### config.mk
export PLATFORM = sky130hd
export DESIGN_NAME = aes_uart_stream_ctrl
export DESIGN_NICKNAME = d
export VERILOG_FILES = /design/src/rtl/aes_uart_stream_ctrl.sv
export SDC_FILE = /design/constraint.sdc
export NUM_CORES = 2
export LEC_CHECK = 0
export BUFFER_PORTS_ARGS = -buffer_cell sky130_fd_sc_hd__buf_4
export CORE_MARGIN = 2
export CORE_UTILIZATION = 30
export CTS_CLUSTER_DIAMETER = 120
export DETAILED_ROUTE_END_ITERATION = 12
export HOLD_SLACK_MARGIN = 0.06
export PLACE_DENSITY = 0.59
export SYNTH_ARGS = -nofsm -noshare
export SYNTH_HDL_FRONTEND = slang
export SYNTH_SLANG_ARGS = --single-unit
### constraint.sdc
create_clock -name clk -period 18.1 [get_ports clk]
set_clock_uncertainty 0.05 [all_clocks]
set_input_delay 0.905 -clock clk [delete_from_list [all_inputs] [get_ports clk]]
set_output_delay 0.905 -clock clk [all_outputs]
set_load 0.1 [all_outputs]
### src/rtl/aes_uart_stream_ctrl.sv
// aes_uart_stream_ctrl: packs UART RX bytes into 128-bit blocks and runs each block
// through external encrypt/decrypt engines, then streams the result back over UART.
// Optional feature macro: RX_FLUSH_EN (idle timeout flushes a partial block, zero padded).
module aes_uart_stream_ctrl #(
   parameter int unsigned NUM_BLOCKS     = 4,
   parameter int unsigned TIMEOUT_CYCLES = 100000
) (
   input  logic         clk,
   input  logic         reset,
   input  logic [1:0]   mode_i,
   input  logic [7:0]   rx_data_i,
   input  logic         rx_valid_i,
   output logic [7:0]   tx_data_o,
   output logic         tx_start_o,
   input  logic         tx_done_i,
   output logic         enc_start_o,
   output logic [127:0] enc_data_o,
   input  logic [127:0] enc_result_i,
   input  logic         enc_done_i,
   output logic         dec_start_o,
   output logic [127:0] dec_data_o,
   input  logic [127:0] dec_result_i,
   input  logic         dec_done_i,
   output logic         busy_o,
   output logic         frame_done_o,
   output logic [15:0]  blk_cnt_o,
   output logic         err_overrun_o
);

   localparam int unsigned BLK_W     = 128;
   localparam int unsigned BYTE_W    = 8;
   localparam int unsigned BYTES     = BLK_W / BYTE_W;
   localparam int unsigned CNT_W     = $clog2(BYTES);
   localparam int unsigned BLK_CNT_W = (NUM_BLOCKS > 1) ? $clog2(NUM_BLOCKS) : 1;

   typedef enum logic [2:0] {
      S_COLLECT = 3'd0,
      S_ENC     = 3'd1,
      S_DEC     = 3'd2,
      S_TX      = 3'd3,
      S_NEXT    = 3'd4
   } state_e;

   state_e               state_q, state_d;
   logic [CNT_W-1:0]     byte_cnt_q, byte_cnt_d;
   logic [CNT_W-1:0]     tx_cnt_q, tx_cnt_d;
   logic [CNT_W-1:0]     tx_cnt_nxt;
   logic [BLK_CNT_W-1:0] blk_cnt_q, blk_cnt_d;
   logic [BLK_W-1:0]     block_q, block_d;
   logic [BLK_W-1:0]     res_q, res_d;
   logic [BLK_W-1:0]     enc_data_q, enc_data_d;
   logic [BLK_W-1:0]     dec_data_q, dec_data_d;
   logic                 enc_start_q, enc_start_d;
   logic                 dec_start_q, dec_start_d;
   logic                 enc_wait_q, enc_wait_d;
   logic                 dec_wait_q, dec_wait_d;
   logic [BYTE_W-1:0]    tx_data_q, tx_data_d;
   logic                 tx_start_q, tx_start_d;
   logic                 tx_busy_q, tx_busy_d;
   logic                 tx_entry_q, tx_entry_d;
   logic                 cipher_q, cipher_d;
   logic                 mode_dec_q, mode_dec_d;
   logic                 mode_rt_q, mode_rt_d;
   logic                 busy_q, busy_d;
   logic                 frame_done_q, frame_done_d;
   logic                 err_q, err_d;
   logic                 blk_full;

`ifdef RX_FLUSH_EN
   localparam int unsigned IDLE_W = $clog2(TIMEOUT_CYCLES + 1);
   logic [IDLE_W-1:0]    idle_q, idle_d;
`else
   logic [31:0]          unused_timeout;
   assign unused_timeout = 32'(TIMEOUT_CYCLES);
`endif

   // State and datapath registers
   always_ff @(posedge clk or posedge reset) begin
      if (reset) begin
         state_q      <= S_COLLECT;
         byte_cnt_q   <= '0;
         tx_cnt_q     <= '0;
         blk_cnt_q    <= '0;
         block_q      <= '0;
         res_q        <= '0;
         enc_data_q   <= '0;
         dec_data_q   <= '0;
         enc_start_q  <= 1'b0;
         dec_start_q  <= 1'b0;
         enc_wait_q   <= 1'b0;
         dec_wait_q   <= 1'b0;
         tx_data_q    <= '0;
         tx_start_q   <= 1'b0;
         tx_busy_q    <= 1'b0;
         tx_entry_q   <= 1'b0;
         cipher_q     <= 1'b0;
         mode_dec_q   <= 1'b0;
         mode_rt_q    <= 1'b0;
         busy_q       <= 1'b0;
         frame_done_q <= 1'b0;
         err_q        <= 1'b0;
`ifdef RX_FLUSH_EN
         idle_q       <= '0;
`endif
      end else begin
         state_q      <= state_d;
         byte_cnt_q   <= byte_cnt_d;
         tx_cnt_q     <= tx_cnt_d;
         blk_cnt_q    <= blk_cnt_d;
         block_q      <= block_d;
         res_q        <= res_d;
         enc_data_q   <= enc_data_d;
         dec_data_q   <= dec_data_d;
         enc_start_q  <= enc_start_d;
         dec_start_q  <= dec_start_d;
         enc_wait_q   <= enc_wait_d;
         dec_wait_q   <= dec_wait_d;
         tx_data_q    <= tx_data_d;
         tx_start_q   <= tx_start_d;
         tx_busy_q    <= tx_busy_d;
         tx_entry_q   <= tx_entry_d;
         cipher_q     <= cipher_d;
         mode_dec_q   <= mode_dec_d;
         mode_rt_q    <= mode_rt_d;
         busy_q       <= busy_d;
         frame_done_q <= frame_done_d;
         err_q        <= err_d;
`ifdef RX_FLUSH_EN
         idle_q       <= idle_d;
`endif
      end
   end

   // Next-state, datapath and registered-output logic
   always_comb begin
      state_d      = state_q;
      byte_cnt_d   = byte_cnt_q;
      tx_cnt_d     = tx_cnt_q;
      tx_cnt_nxt   = tx_cnt_q + CNT_W'(1);
      blk_cnt_d    = blk_cnt_q;
      block_d      = block_q;
      res_d        = res_q;
      enc_data_d   = enc_data_q;
      dec_data_d   = dec_data_q;
      enc_start_d  = 1'b0;
      dec_start_d  = 1'b0;
      enc_wait_d   = enc_wait_q;
      dec_wait_d   = dec_wait_q;
      tx_data_d    = tx_data_q;
      tx_start_d   = 1'b0;
      tx_busy_d    = tx_busy_q;
      tx_entry_d   = 1'b0;
      cipher_d     = cipher_q;
      mode_dec_d   = mode_dec_q;
      mode_rt_d    = mode_rt_q;
      frame_done_d = 1'b0;
      err_d        = err_q | (rx_valid_i && (state_q != S_COLLECT));
      blk_full     = 1'b0;
`ifdef RX_FLUSH_EN
      idle_d       = '0;
`endif

      case (state_q)
         S_COLLECT: begin
            if (rx_valid_i) begin
               // byte 0 clears the block so a flushed block is zero padded
               if (byte_cnt_q == '0) begin
                  block_d = BLK_W'(rx_data_i);
               end else begin
                  block_d[{byte_cnt_q, 3'b000} +: BYTE_W] = rx_data_i;
               end
               if ((byte_cnt_q == '0) && (blk_cnt_q == '0)) begin
                  mode_dec_d = (mode_i == 2'b01);
                  mode_rt_d  = (mode_i == 2'b10);
               end
               byte_cnt_d = byte_cnt_q + CNT_W'(1);
               blk_full   = (byte_cnt_q == CNT_W'(BYTES - 1));
            end
`ifdef RX_FLUSH_EN
            else if (byte_cnt_q != '0) begin
               if (idle_q == IDLE_W'(TIMEOUT_CYCLES - 1)) begin
                  blk_full   = 1'b1;
                  byte_cnt_d = '0;
               end else begin
                  idle_d = idle_q + IDLE_W'(1);
               end
            end
`endif
            if (blk_full) begin
               if (mode_dec_d) begin
                  state_d     = S_DEC;
                  dec_start_d = 1'b1;
                  dec_wait_d  = 1'b1;
                  dec_data_d  = block_d;
               end else begin
                  state_d     = S_ENC;
                  enc_start_d = 1'b1;
                  enc_wait_d  = 1'b1;
                  enc_data_d  = block_d;
               end
            end
         end
         S_ENC: begin
            if (enc_wait_q && enc_done_i) begin
               res_d      = enc_result_i;
               enc_wait_d = 1'b0;
               cipher_d   = mode_rt_q;
               tx_cnt_d   = '0;
               tx_entry_d = 1'b1;
               state_d    = S_TX;
            end
         end
         S_DEC: begin
            if (dec_wait_q && dec_done_i) begin
               res_d      = dec_result_i;
               dec_wait_d = 1'b0;
               cipher_d   = 1'b0;
               tx_cnt_d   = '0;
               tx_entry_d = 1'b1;
               state_d    = S_TX;
            end
         end
         S_TX: begin
            if (tx_entry_q) begin
               tx_start_d = 1'b1;
               tx_busy_d  = 1'b1;
               tx_data_d  = res_q[BYTE_W-1:0];
            end else if (tx_busy_q && tx_done_i) begin
               tx_busy_d = 1'b0;
               if (tx_cnt_q == CNT_W'(BYTES - 1)) begin
                  tx_cnt_d = '0;
                  if (cipher_q) begin
                     // round trip: the ciphertext just sent goes back through decrypt
                     cipher_d    = 1'b0;
                     state_d     = S_DEC;
                     dec_start_d = 1'b1;
                     dec_wait_d  = 1'b1;
                     dec_data_d  = res_q;
                  end else begin
                     state_d = S_NEXT;
                  end
               end else begin
                  tx_cnt_d   = tx_cnt_nxt;
                  tx_start_d = 1'b1;
                  tx_busy_d  = 1'b1;
                  tx_data_d  = res_q[{tx_cnt_nxt, 3'b000} +: BYTE_W];
               end
            end
         end
         S_NEXT: begin
            state_d = S_COLLECT;
            if (blk_cnt_q == BLK_CNT_W'(NUM_BLOCKS - 1)) begin
               blk_cnt_d    = '0;
               frame_done_d = 1'b1;
            end else begin
               blk_cnt_d = blk_cnt_q + BLK_CNT_W'(1);
            end
         end
         default: state_d = S_COLLECT;
      endcase

      busy_d = (state_d != S_COLLECT) || (byte_cnt_d != '0);
   end

   assign tx_data_o     = tx_data_q;
   assign tx_start_o    = tx_start_q;
   assign enc_start_o   = enc_start_q;
   assign enc_data_o    = enc_data_q;
   assign dec_start_o   = dec_start_q;
   assign dec_data_o    = dec_data_q;
   assign busy_o        = busy_q;
   assign frame_done_o  = frame_done_q;
   assign blk_cnt_o     = 16'(blk_cnt_q);
   assign err_overrun_o = err_q;

endmodule
# After elaboration in Yosys (flattened, before gate mapping)

Cells that the tools add are included.

Logic and storage cells: 155
Output and inout port bits: 286
Register bits after elaboration: 546
Input port bits: 272

Shift operators: 3
Add/sub/neg operators: 4
Multiplexer cells: 77
Reductions and logical operators: 28
Equal/unequal tests: 19
Bitwise logic cells: 2

Operators by type and width:

| operator                                                                 | count |
|---|---|
| 128-bit 2-to-1 mux                                                       | 10 |
| 128-bit one-hot mux with 2 select lines                                  | 2 |
| 128-bit bitwise mux                                                      | 1 |
| 8-bit by 9-bit variable shift with 128-bit output (first input constant) | 1 |
| 128-bit by 8-bit indexed part select with 8-bit output                   | 1 |
| 8-bit by 9-bit indexed part select with 128-bit output                   | 1 |
| 1-bit 2-to-1 mux                                                         | 38 |
| 4-bit 2-to-1 mux                                                         | 7 |
| 8-bit 2-to-1 mux                                                         | 3 |
| 3-bit 2-to-1 mux                                                         | 7 |
| 2-bit != test (second input constant)                                    | 10 |
| 3-bit one-hot mux with 4 select lines                                    | 1 |
| 4-bit one-hot mux with 3 select lines                                    | 1 |
| 3-bit AND reduction                                                      | 4 |
| 3-bit nonzero test                                                       | 4 |
| 7-bit negator with 9-bit output                                          | 1 |
| 4-bit by 1-bit adder with 4-bit output (second input constant)           | 2 |
| 4-bit == test (second input constant)                                    | 2 |
| 8-bit AND reduction                                                      | 1 |
| 2-bit nonzero test                                                       | 4 |
| 7-bit AND reduction                                                      | 1 |
| 3-bit by 2-bit == test with 1-bit output (second input constant)         | 2 |
| 1-bit one-hot mux with 2 select lines                                    | 3 |
| 1-bit one-hot mux with 3 select lines                                    | 2 |
| other kinds (18)                                                         | 24 |

# Logic depth before layout (Yosys ltp)

Depth after elaboration: 10
Mapped depth: 14
Depth with buffers taken out: 8

# Worst setup path before layout

No wires, ideal clock.

Kind: register to register
From: register byte_cnt_q[0]
To: register dec_data_q[32] (netlist: dec_data_o[32])
Arrival: 2.623 ns
Path buffers: 3
Cell stages (with the launch flop): 11
Clock period less this slack: 2.802 ns
Slack: 15.298 ns
Required time: 17.922 ns
Library setup time: 0.128 ns
Cells stage by stage: dfrtp_1 buf_2 buf_2 inv_1 ha_1 or3b_2 nor4_1 a311oi_1 clkbuf_1 a221oi_1 o21ai_1

Word-level cells in the longest chain between the ends: 8
Elaborated cells on any way between the ends: 20
Classes of those cells: add/sub (1); eq/ne (3); shift (2); mux (11); reduce/logical (3)

Ends and longest elaborated chain:

| element                                                                                                                     | RTL line | RTL |
|---|---|---|
| start: declaration                                                                                                          | 45       | `logic [CNT_W-1:0] byte_cnt_q, byte_cnt_d;` |
| start signal: assignment                                                                                                    | 107      | `byte_cnt_q <= byte_cnt_d;` |
| 7-bit negator with 9-bit output                                                                                             | 170      | `block_d[{byte_cnt_q, 3'b000} +: BYTE_W] = rx_data_i;` |
| 8-bit by 9-bit indexed part select with 128-bit output or 8-bit by 9-bit variable shift with 128-bit output (tied branches) | 170      |  |
| 128-bit bitwise mux                                                                                                         | 170      |  |
| 128-bit 2-to-1 mux                                                                                                          | 167      | `if (byte_cnt_q == '0) begin` |
| 128-bit 2-to-1 mux                                                                                                          | 165      | `if (rx_valid_i) begin` |
| 128-bit 2-to-1 mux                                                                                                          | 190      | `if (mode_dec_d) begin` |
| 128-bit 2-to-1 mux                                                                                                          | 189      | `if (blk_full) begin` |
| 128-bit one-hot mux with 2 select lines                                                                                     | 163      | `case (state_q)` |
| end signal: assignment                                                                                                      | 113      | `dec_data_q <= dec_data_d;` |
| end: declaration                                                                                                            | 52       | `logic [BLK_W-1:0] dec_data_q, dec_data_d;` |

Several ways; a longest one is shown, not always the timed one. The select of a mux whose other input is x is not followed.
A chain may end at the register's enable or synchronous reset.

# Worst setup path in the final report

From: register byte_cnt_q[0]
To: register enc_data_q[93] (netlist: enc_data_o[93])

Word-level cells in the longest chain between the ends: 7
Elaborated cells on any way between the ends: 16
Classes of those cells: add/sub (1); eq/ne (1); shift (2); mux (8); bitwise (1); reduce/logical (3)

Ends and longest elaborated chain:

| element                                                                 | RTL line | RTL |
|---|---|---|
| branches (longest 7 deep; another with 7-bit negator with 9-bit output) | -        |  |
| end signal: assignment                                                  | 112      | `enc_data_q <= enc_data_d;` |
| end: declaration                                                        | 51       | `logic [BLK_W-1:0] enc_data_q, enc_data_d;` |

Parallel ways; which one is timed is not known. The select of a mux whose other input is x is not followed.

==> out/metrics.csv <==
stage;metric;value;unit
detailed_routing;Starting DRT DRC Count;2844;
floorplan;core area;86500;µm²
worst_setup_path;Critical Path RT;18.55;ns
hold_path;Hold/Removal Path Class;in2async;
synthesis;Post-synth ARST share;100;%
floorplan;Ports;558;
detailed_routing;Max Used Layer;met5;
clock_tree;clk buf depth;3;
clock_tree;TritonCTS clock tree;done;
detailed_routing;First-pass DRT Iterations;6;
placed_design;placed instance area;31000;µm²
detailed_routing;met3 wire length;9290;µm
global_routing;largest net degree at the start of global routing;250;
floorplan;Starting Density;30.2;%
cells_and_area;commonest non-fill, non-tap cell in the layout;buf_4;
sta;final hold violations;0;
floorplan;# rows;108;
cells_and_area;Layout area overhead;26.9;%
detailed_routing;Post-DRT Antenna Nets;0;
cells_and_area;fraction of layout instances using a drive strength above 1;24.3;%
sta;Max Fclk;214;MHz
sta;Final setup violation count;0;
synthesis;Syn. warnings;0;
sta;period utilization;25.8;%
sta;Final min period;4.67;ns
detailed_routing;via count;23067;
cells_and_area;FILL cells;8689;
global_routing;GRT Overall Usage;24.1;%
power_and_ir_drop;Sw Ratio;27.7;%
synthesis;synthesized area;26100;µm²
power_and_ir_drop;pwr/cell area;87.5;nW/µm²
clock_tree;hold-fix buffers at CTS;0;
worst_setup_path;Worst Setup Start Kind;register;
clock_tree;TritonCTS Buffers;67;
synthesis;register area share after synthesis;52.3;%
global_routing;vias in the first global route;21891;
clock_tree;clk slew on worst S/H paths;0.05;ns
synthesis;Yosys cell types;78;
cells_and_area;register area;13700;µm²
synthesis;Yosys reg bits;546;
power_and_ir_drop;Max VDD drop;0.0548;mV
detailed_routing;met1 WL;49200;µm
synthesis;Synth Flop Type;dfrtp_1;
floorplan;die width;299;µm
worst_setup_path;arrival time at the worst endpoint;5.12;ns
cells_and_area;commonest non-fill, non-tap cells in the layout;buf_4, dfrtp_1, nor2_1;
worst_setup_path;crit-path max FO;217;
clock_tree;Clock Sinks;546;
detailed_routing;DR DRC count;0;
power_and_ir_drop;Pleak;15.4;nW
floorplan;die area;89400;µm²
power_and_ir_drop;Comb power frac;11.4;%
cells_and_area;final core occ;38.3;%
synthesis;number of synthesized flops with an enable pin;0;
clock_tree;Post-CTS Setup Bufs;0;
sta;Final Max Slew Viols;0;
outcome;outcome;finished clean;
floorplan;die height;299;µm
sta;Worst Tran Pin Value;1.22;ns
global_routing;gr ovfl total;0;
cells_and_area;nets@finish;3304;
clock_tree;Root Buffer;clkbuf_16;
cells_and_area;cell area after layout;33100;µm²
clock_tree;post-CTS resize count;0;
detailed_routing;DR WL/cell;26.2;µm
synthesis;post-synthesis cell count;2605;
power_and_ir_drop;cell-internal power;0.00210;W
power_and_ir_drop;Sw Pwr;0.000804;W
placed_design;gpl congestion;0.896;
detailed_routing;Total Wirelength;111000;µm
worst_setup_path;CP Capture Type;register;
global_routing;first-pass GRT wire length;158000;µm
detailed_routing;vias per inst;5.45;
global_routing;initial antenna violation count;9;
clock_tree;clock latency on the worst-skew pair;0.62;ns
sta;RSZ-0062 raised after global routing;false;
worst_setup_path;classification of the worst setup path;reg2reg;
placed_design;PortBufs;543;
detailed_routing;WL met2;48600;µm
placed_design;DP Wirelength;81900;µm
clock_tree;H-Tree Depth;3;
flow_run;max-cap viol count;0;
sta;final setup TNS;0;ns
worst_setup_path;worst reg2reg path depth;7;
cells_and_area;Multi-input gate area;11500;µm²
sta;Slew headroom;17.9;%
power_and_ir_drop;power share of the clock group;45.4;%
power_and_ir_drop;Reg power frac;43.2;%
synthesis;average size of a mapped cell;10.0;µm²
[path summary, 6_finish.rpt]
check	slack, ns	from	to
max	13.43	byte_cnt_q[0]	enc_data_o[93]
min reg2reg	0.42	err_overrun_o	err_overrun_o
max in group asynchronous	15.37	reset	res_q[7]
max reg2reg	13.43	byte_cnt_q[0]	enc_data_o[93]
min in group clk	0.42	err_overrun_o	err_overrun_o
min	0.39	reset	enc_data_o[77]
[critical path: stages (launching register included)]
cell and delay (ns):
dfrtp_1 0.64, inv_1 0.15, ha_1 0.83, and4bb_2 0.57, a21boi_1 0.25, nor2_4 0.80, buf_12 0.66, mux2_2 0.42
[synthesized netlist by cell type (21+ instances only)]
| library cell | count | area share [%] |
|---|---|---|
| a22oi_1 | 118 | 3.4 |
| a21oi_1 | 287 | 5.5 |
| and2_1 | 22 | 0.53 |
| a22o_1 | 73 | 2.4 |
| o21ai_1 | 43 | 0.82 |
| and3_1 | 21 | 0.50 |
| a221oi_1 | 63 | 2.1 |
| dfrtp_1 | 546 | 52 |
| mux4_2 | 32 | 2.8 |
| o211ai_1 | 34 | 0.98 |
| nand2_1 | 236 | 3.4 |
| buf_4 | 24 | 0.69 |
| mux2i_1 | 153 | 5.9 |
| o21ai_0 | 110 | 2.1 |
| a31oi_1 | 32 | 0.77 |
| buf_2 | 61 | 1.2 |
| clkbuf_1 | 132 | 1.9 |
| nor2_1 | 350 | 5.0 |
[sequential cells by signal (all words and copies together) (netlist names), 2 cells and up]
signal,count
tx_cnt_q,4
tx_data_o,8
blk_cnt_q,2
state_q,3
byte_cnt_q,4
block_q,128
res_q,128
enc_data_o,128
dec_data_o,128
[through the flow]
| stage | setup WS, ns | hold WS [ns] | total power, W | std cells |
|---|---|---|---|---|
| finish | 13.43 | 0.389 | 0.00290 | 4230 |
| global route | 13.18 | 0.454 | 0.00299 | 4229 |
| CTS | 13.51 | 0.411 | 0.00292 | 4227 |
| detailed placement | 13.54 | 0.398 | 0.00161 | 4112 |
| global placement | 13.64 | 0.390 | 0.00161 | 4112 |
| floorplan | 1.88 | 0.394 | 0.00148 | 2618 |
[cells by family (layout without fill, tap and decap cells)]
group / count (synthesis) / in the layout / synth area share [%]
AO/OA/AOI/OAI: 871 / 871 / 21.8
AND/OR/NAND/NOR: 730 / 730 / 12.2
flip-flops: 546 / 546 / 52.3
buffers and inverters: 252 / 706 / 4.26
multiplexers: 193 / 193 / 8.97
adder cells (fa/ha/maj): 6 / 6 / 0.287
XOR/XNOR: 6 / 6 / 0.201
other: 1 / 17 / 0.0144
[power groups by stage]
| stage | registers [W] | logic [W] | clock network (W) |
|---|---|---|---|
| after floorplan | 0.00137 | 0.000106 | 0 |
| after global placement | 0.00127 | 0.000333 | 0 |
| after detailed placement | 0.00127 | 0.000334 | 0 |
| after CTS | 0.00125 | 0.000334 | 0.00134 |
| after global routing | 0.00125 | 0.000349 | 0.00139 |
| final | 0.00125 | 0.000331 | 0.00132 |
[cell type report]
type                       count  area share [%]
clock inverter                16           0.449
inverter                      15           0.193
tap                         1155            4.36
antenna                        3          0.0227
multi-input combinational   1820            34.6
timing repair buffer         576            13.2
sequential                   546            41.2
clock buffer                  99            5.94
[routing by layer]
metal	vias to the layer above	GRT usage, %
li1	10380	-
met1	11489	34.8
met2	1048	35.6
met3	148	5.07
met4	2	8.85
met5	-	0
Power figures use the tool's default switching activity.
